$ cat config.mk
export PLATFORM = sky130hd
export DESIGN_NAME = debounce_sync
export DESIGN_NICKNAME = d
export VERILOG_FILES = /design/src/rtl/debounce_defs.sv /design/src/rtl/sync_chain.sv /design/src/rtl/debounce_sync.sv
export SDC_FILE = /design/constraint.sdc
export NUM_CORES = 1
export LEC_CHECK = 0
export CAP_MARGIN = 10
export CORE_ASPECT_RATIO = 0.7
export CORE_MARGIN = 2
export CORE_UTILIZATION = 34
export DETAILED_ROUTE_END_ITERATION = 8
export SYNTH_ARGS = -nofsm -noshare
export SYNTH_HDL_FRONTEND = slang
export SYNTH_SLANG_ARGS = --single-unit
$ cat constraint.sdc
create_clock -name clk -period 4.35 [get_ports clk]
set_input_delay 0.435 -clock clk [delete_from_list [all_inputs] [get_ports clk]]
set_output_delay 0.435 -clock clk [all_outputs]
set_load 0.02 [all_outputs]
$ cat src/rtl/debounce_defs.sv
// debounce_defs: shared FSM state encoding for debounce_sync
package debounce_defs;
  typedef enum logic [1:0] {
    IDLE_LOW  = 2'd0,
    WAIT_HIGH = 2'd1,
    IDLE_HIGH = 2'd2,
    WAIT_LOW  = 2'd3
  } state_t;
endpackage

$ cat src/rtl/sync_chain.sv
// sync_chain: multi-flop synchronizer, asynchronously cleared to 0
module sync_chain #(
  parameter int STAGES = 2
) (
  input  logic clk,
  input  logic rst_n,
  input  logic d,
  output logic q
);
  logic [STAGES-1:0] r;
  always_ff @(posedge clk or negedge rst_n)
    if (!rst_n) r <= '0;
    else r <= {r[STAGES-2:0], d};
  assign q = r[STAGES-1];
endmodule

$ cat src/rtl/debounce_sync.sv
// debounce_sync: synchronize and debounce a raw input into a clean level plus edge pulses
module debounce_sync
  import debounce_defs::*;
#(
  parameter int SYNC_STAGES     = 2,
  parameter int CNT_W           = 16,
  parameter int DEBOUNCE_CYCLES = 1000
) (
  input  logic clk,
  input  logic rst_n,
  input  logic din,
  output logic q,
  output logic qbar,
  output logic rise,
  output logic fall,
  output logic busy
);
  localparam logic [CNT_W-1:0] LIMIT = CNT_W'(DEBOUNCE_CYCLES);
  localparam bit ONE_SHOT = DEBOUNCE_CYCLES == 1;
  logic s;
  logic [CNT_W-1:0] cnt;
  logic [CNT_W-1:0] cnt_inc;
  state_t state;
  sync_chain #(.STAGES(SYNC_STAGES)) u_sync (.clk(clk), .rst_n(rst_n), .d(din), .q(s));
  assign cnt_inc = cnt + 1'b1;
  assign qbar = ~q;
  // busy is set alongside every state update so it mirrors the WAIT states
  always_ff @(posedge clk or negedge rst_n)
    if (!rst_n) begin
      state <= IDLE_LOW;
      cnt   <= '0;
      q     <= 1'b0;
      rise  <= 1'b0;
      fall  <= 1'b0;
      busy  <= 1'b0;
    end else begin
      rise <= 1'b0;
      fall <= 1'b0;
      unique case (state)
        IDLE_LOW:
          if (s) begin
            state <= ONE_SHOT ? IDLE_HIGH : WAIT_HIGH;
            cnt   <= ONE_SHOT ? '0 : CNT_W'(1);
            q     <= ONE_SHOT;
            rise  <= ONE_SHOT;
            busy  <= !ONE_SHOT;
          end
        WAIT_HIGH:
          if (!s) begin
            state <= IDLE_LOW;
            cnt   <= '0;
            busy  <= 1'b0;
          end else if (cnt_inc == LIMIT) begin
            state <= IDLE_HIGH;
            cnt   <= '0;
            q     <= 1'b1;
            rise  <= 1'b1;
            busy  <= 1'b0;
          end else cnt <= cnt_inc;
        IDLE_HIGH:
          if (!s) begin
            state <= ONE_SHOT ? IDLE_LOW : WAIT_LOW;
            cnt   <= ONE_SHOT ? '0 : CNT_W'(1);
            q     <= !ONE_SHOT;
            fall  <= ONE_SHOT;
            busy  <= !ONE_SHOT;
          end
        WAIT_LOW:
          if (s) begin
            state <= IDLE_HIGH;
            cnt   <= '0;
            busy  <= 1'b0;
          end else if (cnt_inc == LIMIT) begin
            state <= IDLE_LOW;
            cnt   <= '0;
            q     <= 1'b0;
            fall  <= 1'b1;
            busy  <= 1'b0;
          end else cnt <= cnt_inc;
      endcase
    end
endmodule

==> results of run 1 <==
## cell type report
class / count / share of cell area
Tap cell: 52 / 0.03963
Inverter: 7 / 0.01601
Sequential cell: 24 / 0.3659
Multi-Input combinational cell: 131 / 0.4886
Clock buffer: 4 / 0.03354
Timing Repair Buffer: 9 / 0.05640
## power breakdown
group	internal [uW]	switching, uW	total (uW)	leakage (uW)
registers	254	31.7	286	0.000318
clock network	80.9	74.6	156	0.0000288
logic	129	220	349	0.000299
total	464	326	790	0.000645
## critical path, delay by kind of cell (launching register included)
kind / cells / cell delay, ps
adders and majority gates: 1 / 290
DFF: 1 / 420
and+or+nand+nor: 2 / 530
AOI/OAI and AO/OA: 4 / 1550
## path summary, 6_finish.rpt
| path | startpoint | end | slack, ps | cells after the start |
|---|---|---|---|---|
| max in group asynchronous | rst_n | cnt[12]$_DFFE_PN0P_ | 3300 | 2 |
| min in group asynchronous | rst_n | cnt[2]$_DFFE_PN0P_ | 540 | 1 |
| worst max register to register | cnt[0]$_DFFE_PN0P_ | cnt[6]$_DFFE_PN0P_ | 1450 | 7 |
| worst min register to register | u_sync.r[0]$_DFF_PN0_ | u_sync.r[1]$_DFF_PN0_ | 360 | 0 |
| worst min-delay path | u_sync.r[0]$_DFF_PN0_ | u_sync.r[1]$_DFF_PN0_ | 360 | 0 |
| worst max-delay path | cnt[0]$_DFFE_PN0P_ | cnt[6]$_DFFE_PN0P_ | 1450 | 7 |
## layer usage
layer,routed length [um],vias up,GRT usage,share of wire
li1,-,638,-,-
met1,1739,663,0.2255,0.50
met2,1453,46,0.2247,0.42
met3,221,6,0.05183,0.064
met4,31,0,0.04918,0.0090
met5,0,-,0,0
## metrics by stage
| step | worst slack, ps | cells | total power [uW] | cell area, um2 | hold slack (ps) |
|---|---|---|---|---|---|
| 2_1_floorplan | 1937 | 172 | 530.2 | 1470 | 139.4 |
| 3_3_place_gp | 1567 | 222 | 623.6 | 1572 | 332.0 |
| 3_5_place_dp | 1480 | 222 | 634.8 | 1572 | 340.3 |
| 4_1_cts | 1465 | 226 | 790.4 | 1627 | 360.7 |
| 5_1_grt | 1129 | 227 | 856.0 | 1642 | 376.4 |
| 6_report | 1451 | 227 | 790.3 | 1642 | 360.9 |
## Yosys cell counts, types with 2 or more instances
master	number
ha_1	5
nor3_1	4
nand2_1	25
or4_1	2
mux2_2	2
o311ai_0	7
clkbuf_2	2
and2_1	2
and3_1	2
nor2_1	10
nand3_1	21
o31ai_1	4
a21oi_1	5
inv_1	7
o21ai_0	13
nor2b_1	2
nor4_1	3
a31oi_1	3
clkbuf_1	6
dfrtp_1	24
nand3b_1	3
## kinds of logic (layout without fill, tap and decap cells)
group	Yosys count	in the layout	share of synthesized area
AOI/OAI and AO/OA	42	42	0.1941
xor gates and xnor gates	2	2	0.01192
adders and majority gates	5	5	0.04255
buffers and inverters	17	20	0.04595
DFF	24	24	0.4085
muxes	3	3	0.02213
and+or+nand+nor	79	79	0.2749
## state kept, by name, summed over array words and instances, names as in the netlist, named ones only
name      flops
fall          1
u_sync.r      2
q             1
cnt          16
busy          1
state         1
rise          1
==> impl_metrics.ini, run 1 <==
[floorplanning]
dieHeight_um = 59.02
die_area_mm2 = 0.004874
core_mm2 = 0.004041
ios = 8
rows = 19
die_x_um = 82.60
initial_utilization = 0.3638

[worst_setup_path]
arrival_ps = 3050
critPathMaxStageDelay_ps = 640
cp.required_ps = 4500
path_max_fanout = 18
path_class = reg -> reg
slowest_stage = o41a_1
start_kind = flip-flop
cp-end-kind = flip-flop
path_cells = ha_1 > nand3_1 > o31a_1 > a31oi_1 > o41a_1 > nand2_1 > o311ai_0

[yosys]
synth-edff-count = 0
yosysUniqueCellTypes = 41
synth_cells = 172
synth_area_leader_cell = dfrtp_1
synthesis.nets = 180
yosysWarnings = 0
synth-seq-area-share = 0.4085
synthTopCellsByArea = dfrtp_1 (41%), nand3_1 (7.1%), nand2_1 (6.4%)
yosysTopAreaCellShare = 0.4085
async_flop_share = 1.000
synth_area_per_cell_um2 = 8.547
ys.flop_type = dfrtp_1
syn_area_mm2 = 0.001470
synth-seq-cells = 24

[place]
place_congestion = 0.8887
port_buffers = 7
dp_hpwl_um = 2443

[cts]
post_cts_buffers = 0
cts_root_buf = clkbuf_8
cts_hold_buf = 0
clk_latency_ps = 270
tritoncts = done
cts_buffers = 3
cts.clk_slew.worst_paths_ps = 90
cts_sinks = 24
clock_path_buffers = 2
cts_resized = 0
cts.htree.levels = 1

[final_layout]
final_cell_mix = nand2_1 (25), dfrtp_1 (24), nand3_1 (21)
diodes = 0
drive_above_1_share = 0.06857
final_common_cell = nand2_1
multi_input_area_um2 = 802.0
area_delta_synth_final_pct = 11.66
final_util = 0.4062
nNetsFinal = 184
fillers = 419
regArea_um2 = 600.6

[sta]
max_freq_mhz = 344.9
finalCriticalPeriod_ps = 2899
rsz0062_at_grt = no
hold_viol_final = 0
worst_pin_slew_ps = 740.9
period_share = 0.6665
relSlewSlack = 0.5061
skew_ps = 2.002
fin_setup_tns_ps = 0
setup_violations = 0
drv_slew = 0

[grt]
grt_pass1_vias = 1218
overflow = 0
grt_pass1_wl_um = 5747
antenna_found_initial = 0
grt_max_degree = 25
track_usage = 0.1573

[worst_hold_path]
min_path_type = reg -> reg

[power]
pwr_density_cell_mw_per_mm2 = 481.4
power.leakage_uw = 0.0006454
ir_drop_mv = 0.3864

[route]
route.detailed.drc = 0
routed_wl_um = 3445
ant_nets = 0
drt_iter0_markers = 70
wl_per_cell_um = 15.18
vias_per_cell = 5.960
num_vias = 1353
drt-pass1-iter-count = 4

[job]
maxCapViolations = 0

[status]
status = complete, no violations
No activity file was read; power rests on OpenSTA's default activity.
==> run 2: changes to the inputs <==
==> constraint.sdc (replaced) <==
create_clock -name clk -period 2.7 [get_ports clk]
set_input_delay 0.27 -clock clk [delete_from_list [all_inputs] [get_ports clk]]
set_output_delay 0.27 -clock clk [all_outputs]
set_load 0.02 [all_outputs]
==> run 2 against run 1 <==
Effect of this change:
- fmax rose by 17%
- clock-buffer cell count shrank 1
- combinational power increased by 70%
- sequential cell count unchanged
- via count fell by 2.3%
- register-to-register slack worse by 1200 ps
- critical path type unchanged
- critical endpoint is now state[0]$_DFFE_PN0P_
==> impl_metrics.ini, run 2 (synthesized netlist as in run 1, its figures left out) <==
[floorplanning]
initial_utilization = 0.3638
core_mm2 = 0.004041
die_x_um = 82.60
die_area_mm2 = 0.004874
ios = 8
rows = 19
dieHeight_um = 59.02

[route]
ant_nets = 0
drt-pass1-iter-count = 4
route.detailed.drc = 0
num_vias = 1322
wl_per_cell_um = 14.55
vias_per_cell = 5.748
drt_iter0_markers = 95
routed_wl_um = 3347

[sta]
relSlewSlack = 0.7436
drv_slew = 0
skew_ps = 8.625
fin_setup_tns_ps = 0
period_share = 0.9215
max_freq_mhz = 401.9
hold_viol_final = 0
setup_violations = 0
finalCriticalPeriod_ps = 2488
rsz0062_at_grt = no
worst_pin_slew_ps = 384.5

[cts]
cts_root_buf = clkbuf_8
tritoncts = done
clk_latency_ps = 260
cts.clk_slew.worst_paths_ps = 90
cts.htree.levels = 1
clock_path_buffers = 2
cts_sinks = 24
post_cts_buffers = 0
cts_resized = 0
cts_hold_buf = 0
cts_buffers = 3

[final_layout]
area_delta_synth_final_pct = 12.68
largest_register = cnt
largest_register_ff_count = 16
diodes = 0
reg.largest.list = cnt x16, u_sync.r x2
nNetsFinal = 188
final_cell_mix = nand2_1 (25), dfrtp_1 (24), nand3_1 (21)
multi_input_area_um2 = 808.3
regArea_um2 = 600.6
drive_above_1_share = 0.09551
fillers = 417
final_common_cell = nand2_1

[grt]
antenna_found_initial = 0
grt_max_degree = 25
track_usage = 0.1582
grt_pass1_wl_um = 5927
overflow = 0
grt_pass1_vias = 1258

[worst_setup_path]
slowest_stage = or4_4
path_buf_inv = 0
start_kind = flip-flop
critical_path_depth = 6
path_max_fanout = 7
path_cells = and2_1 > nor4_1 > a311oi_1 > or4_4 > or4_1 > o211a_1
r2r-end = state[0]$_DFFE_PN0P_
reg2reg_depth = 6
path_class = reg -> reg
cp-end-kind = flip-flop
cp_top_family = simple AND/OR/NAND/NOR gates
timing.rr.start = cnt[0]$_DFFE_PN0P_
critPathMaxStageDelay_ps = 620
crit_path_end = state[0]$_DFFE_PN0P_
arrival_ps = 2640
cp.required_ps = 2850
r2r_slack_ps = 210
critical_path.startpoint = cnt[0]$_DFFE_PN0P_

[power]
total_power_uw = 1265
pwr_density_cell_mw_per_mm2 = 763.8
power.leakage_uw = 0.0006562
ir_drop_mv = 0.5513

[status]
status = complete, no violations

[place]
place_congestion = 0.8391
dp_hpwl_um = 2396
port_buffers = 7

[job]
maxCapViolations = 0

[worst_hold_path]
min_path_type = in -> async
run 2: layout make-up:
class / instances / share of cell area
Multi-Input combinational cell: 131 / 0.4879
Timing Repair Buffer: 13 / 0.06949
Sequential cell: 24 / 0.3625
Clock buffer: 3 / 0.02492
Inverter: 7 / 0.01586
Tap cell: 52 / 0.03927
run 2: through the flow:
step / instances / instance area (um2) / hold WS [ps] / setup WS [ps] / util
finish: 230 / 1657 / 357.4 / 212.1 / 0.4099
global route: 230 / 1657 / 371.4 / 52.82 / 0.4099
CTS: 230 / 1650 / 359.7 / 86.92 / 0.4084
detailed placement: 227 / 1609 / 341.2 / 117.6 / 0.3981
global placement: 227 / 1609 / 336.7 / 234.5 / 0.3981
floorplan: 172 / 1470 / -25.59 / 287.0 / -
run 2: layer usage:
metal / vias up / share of wire / global-route usage / wire length (um)
li1: 648 / - / - / -
met4: 0 / 0.0042 / 0.03747 / 14
met1: 628 / 0.49 / 0.2334 / 1652
met2: 44 / 0.44 / 0.2316 / 1458
met3: 2 / 0.066 / 0.04268 / 222
met5: - / 0 / 0 / 0
run 2: power by group:
| part | internal (uW) | leakage (uW) | switching (uW) |
|---|---|---|---|
| sequential | 410 | 0.000318 | 53.7 |
| combinational | 233 | 0.000317 | 359 |
| clock | 99.7 | 0.0000216 | 110 |
run 2: worst min-delay path by stage:
stage                     startpoint                         end  slack [ps]  cells past startpoint
2_1_floorplan                  rst_n  asynchronous set/reset pin         -30                      0
3_3_place_gp   u_sync.r[0]$_DFF_PN0_       u_sync.r[1]$_DFF_PN0_         340                      0
3_5_place_dp   u_sync.r[0]$_DFF_PN0_       u_sync.r[1]$_DFF_PN0_         340                      0
4_1_cts                        rst_n          cnt[4]$_DFFE_PN0P_         360                      2
5_1_grt        u_sync.r[0]$_DFF_PN0_       u_sync.r[1]$_DFF_PN0_         370                      0
6_report                       rst_n          cnt[4]$_DFFE_PN0P_         360                      2
==> run 3: changes to the inputs <==
--- a/config.mk
+++ b/config.mk
@@ -10,6 +10,9 @@
 export CORE_MARGIN = 2
 export CORE_UTILIZATION = 34
 export DETAILED_ROUTE_END_ITERATION = 8
+export RECOVER_POWER = 25
+export SLEW_MARGIN = 0
 export SYNTH_ARGS = -nofsm -noshare
 export SYNTH_HDL_FRONTEND = slang
 export SYNTH_SLANG_ARGS = --single-unit
+export TNS_END_PERCENT = 100
==> run 3 against run 2 <==
Effect of this change:
- final area shrank 0.23%
- combinational power is essentially flat
- critical path depth is the same
- first-iteration DRC count is the same
- fmax is the same
- worst hold slack gained 5.0 ps
- cell count is the same
- critical endpoint unchanged
- highest routed layer unchanged
==> impl_metrics.ini, run 3 (synthesized netlist as in run 1, its figures left out) <==
[grt]
overflow = 0
track_usage = 0.1582
antenna_found_initial = 0
grt_max_degree = 25
grt_pass1_vias = 1258
grt_pass1_wl_um = 5927

[final_layout]
area_delta_synth_final_pct = 12.43
fillers = 416
reg.largest.list = cnt x16, u_sync.r x2
largest_register = cnt
nNetsFinal = 188
drive_above_1_share = 0.08989
multi_input_area_um2 = 808.3
final_cell_count_no_fill = 230
design_area_mm2 = 0.001653
final_util = 0.4090
diodes = 0
largest_register_ff_count = 16
final_cell_mix = nand2_1 (25), dfrtp_1 (24), nand3_1 (21)
final_common_cell = nand2_1
regArea_um2 = 600.6

[floorplanning]
core_mm2 = 0.004041
dieHeight_um = 59.02
initial_utilization = 0.3638
ios = 8
die_area_mm2 = 0.004874
rows = 19
die_x_um = 82.60

[worst_setup_path]
timing.rr.start = cnt[0]$_DFFE_PN0P_
cp-end-kind = flip-flop
cp.required_ps = 2850
slowest_stage = or4_4
r2r_slack_ps = 210
reg2reg_depth = 6
critPathMaxStageDelay_ps = 620
path_max_fanout = 7
path_cells = and2_1 > nor4_1 > a311oi_1 > or4_4 > or4_1 > o211a_1
start_kind = flip-flop
arrival_ps = 2640
path_class = reg -> reg
cp_top_family = simple AND/OR/NAND/NOR gates
path_buf_inv = 0
r2r-end = state[0]$_DFFE_PN0P_

[sta]
whs_ps = 362.4
max_freq_mhz = 401.9
finalCriticalPeriod_ps = 2488
skew_ps = 8.625
drv_slew = 0
setup_violations = 0
fin_setup_tns_ps = 0
rsz0062_at_grt = no
period_share = 0.9215
worst_pin_slew_ps = 1353
relSlewSlack = 0.09826
hold_viol_final = 0

[cts]
tritoncts = done
cts_root_buf = clkbuf_8
cts_buffers = 3
clock_path_buffers = 2
cts.htree.levels = 1
cts.clk_slew.worst_paths_ps = 90
clk_latency_ps = 260
cts_sinks = 24
cts_hold_buf = 0

[worst_hold_path]
hp-start = u_sync.r[0]$_DFF_PN0_
min_to = u_sync.r[1]$_DFF_PN0_
min_path_type = reg -> reg
worst_hold_path.num_cells = 0

[place]
placed_cell_area_mm2 = 0.001609
dp.cells = 227
place_congestion = 0.8391
port_buffers = 7
dp_hpwl_um = 2396

[route]
num_vias = 1322
wl_per_cell_um = 14.55
vias_per_cell = 5.748
routed_wl_um = 3347
route.detailed.drc = 0
drt-pass1-iter-count = 4
ant_nets = 0
drt_iter0_markers = 95

[status]
status = complete, no violations

[power]
power.leakage_uw = 0.0006531
pwr_density_cell_mw_per_mm2 = 764.8
ir_drop_mv = 0.5510

[job]
maxCapViolations = 0
==> run 3: cell count changes in the layout (fill, tap and decap cells not counted), sizes merged <==
cell / delta
clkdlybuf4s50: -2
buf: -1
clkbuf: +1
dlygate4sd3: +2
==> run 3: worst reg2reg max path, cell delays in order (launching register included) <==
cell and delay [ps]:
dfrtp_1 440, and2_1 270, nor4_1 270, a311oi_1 110, or4_4 620, or4_1 520
o211a_1 150
==> run 3: repair_timing <==
| item | CTS | global route |
|---|---|---|
| resized for setup | 0 | 2 |
| endpoints found under the setup margin | 0 | 2 |
| setup buffers | 0 | 0 |
| endpoints found under the hold margin | 0 | 0 |
==> run 3: worst max path at each step <==
stage	cells past startpoint	to	slack (ps)	from
finish	6	state[0]$_DFFE_PN0P_	210	cnt[0]$_DFFE_PN0P_
global route	7	state[0]$_DFFE_PN0P_	50	cnt[0]$_DFFE_PN0P_
CTS	7	state[0]$_DFFE_PN0P_	90	cnt[0]$_DFFE_PN0P_
detailed placement	7	state[0]$_DFFE_PN0P_	120	cnt[0]$_DFFE_PN0P_
global placement	6	state[0]$_DFFE_PN0P_	230	cnt[0]$_DFFE_PN0P_
floorplan	8	state[0]$_DFFE_PN0P_	290	cnt[0]$_DFFE_PN0P_
==> run 3: area by class of cell <==
cell class,instances,share of cell area
Multi-Input combinational cell,131,0.4890
Inverter,7,0.01590
Sequential cell,24,0.3634
Clock buffer,3,0.02498
Tap cell,52,0.03936
Timing Repair Buffer,13,0.06737
==> run 3: report_power, final <==
| part | internal (uW) | switching (uW) |
|---|---|---|
| clock | 99.7 | 110 |
| combinational | 232 | 359 |
| sequential | 410 | 53.7 |
| total | 741 | 523 |
==> run 3: routing by layer <==
layer	track usage	part of all wire	up-vias	wire length, um
met5	0	0	-	0
met4	0.03747	0.0042	0	14
met3	0.04268	0.066	2	222
met2	0.2316	0.44	44	1458
met1	0.2334	0.49	628	1652
li1	-	-	648	-
==> run 3: metrics by stage <==
| step | worst slack (ps) | power [uW] |
|---|---|---|
| after floorplan | 287.0 | 854.3 |
| after global placement | 234.5 | 1048 |
| after detailed placement | 117.6 | 1053 |
| after CTS | 86.92 | 1269 |
| after global routing | 52.82 | 1376 |
| final | 212.1 | 1264 |
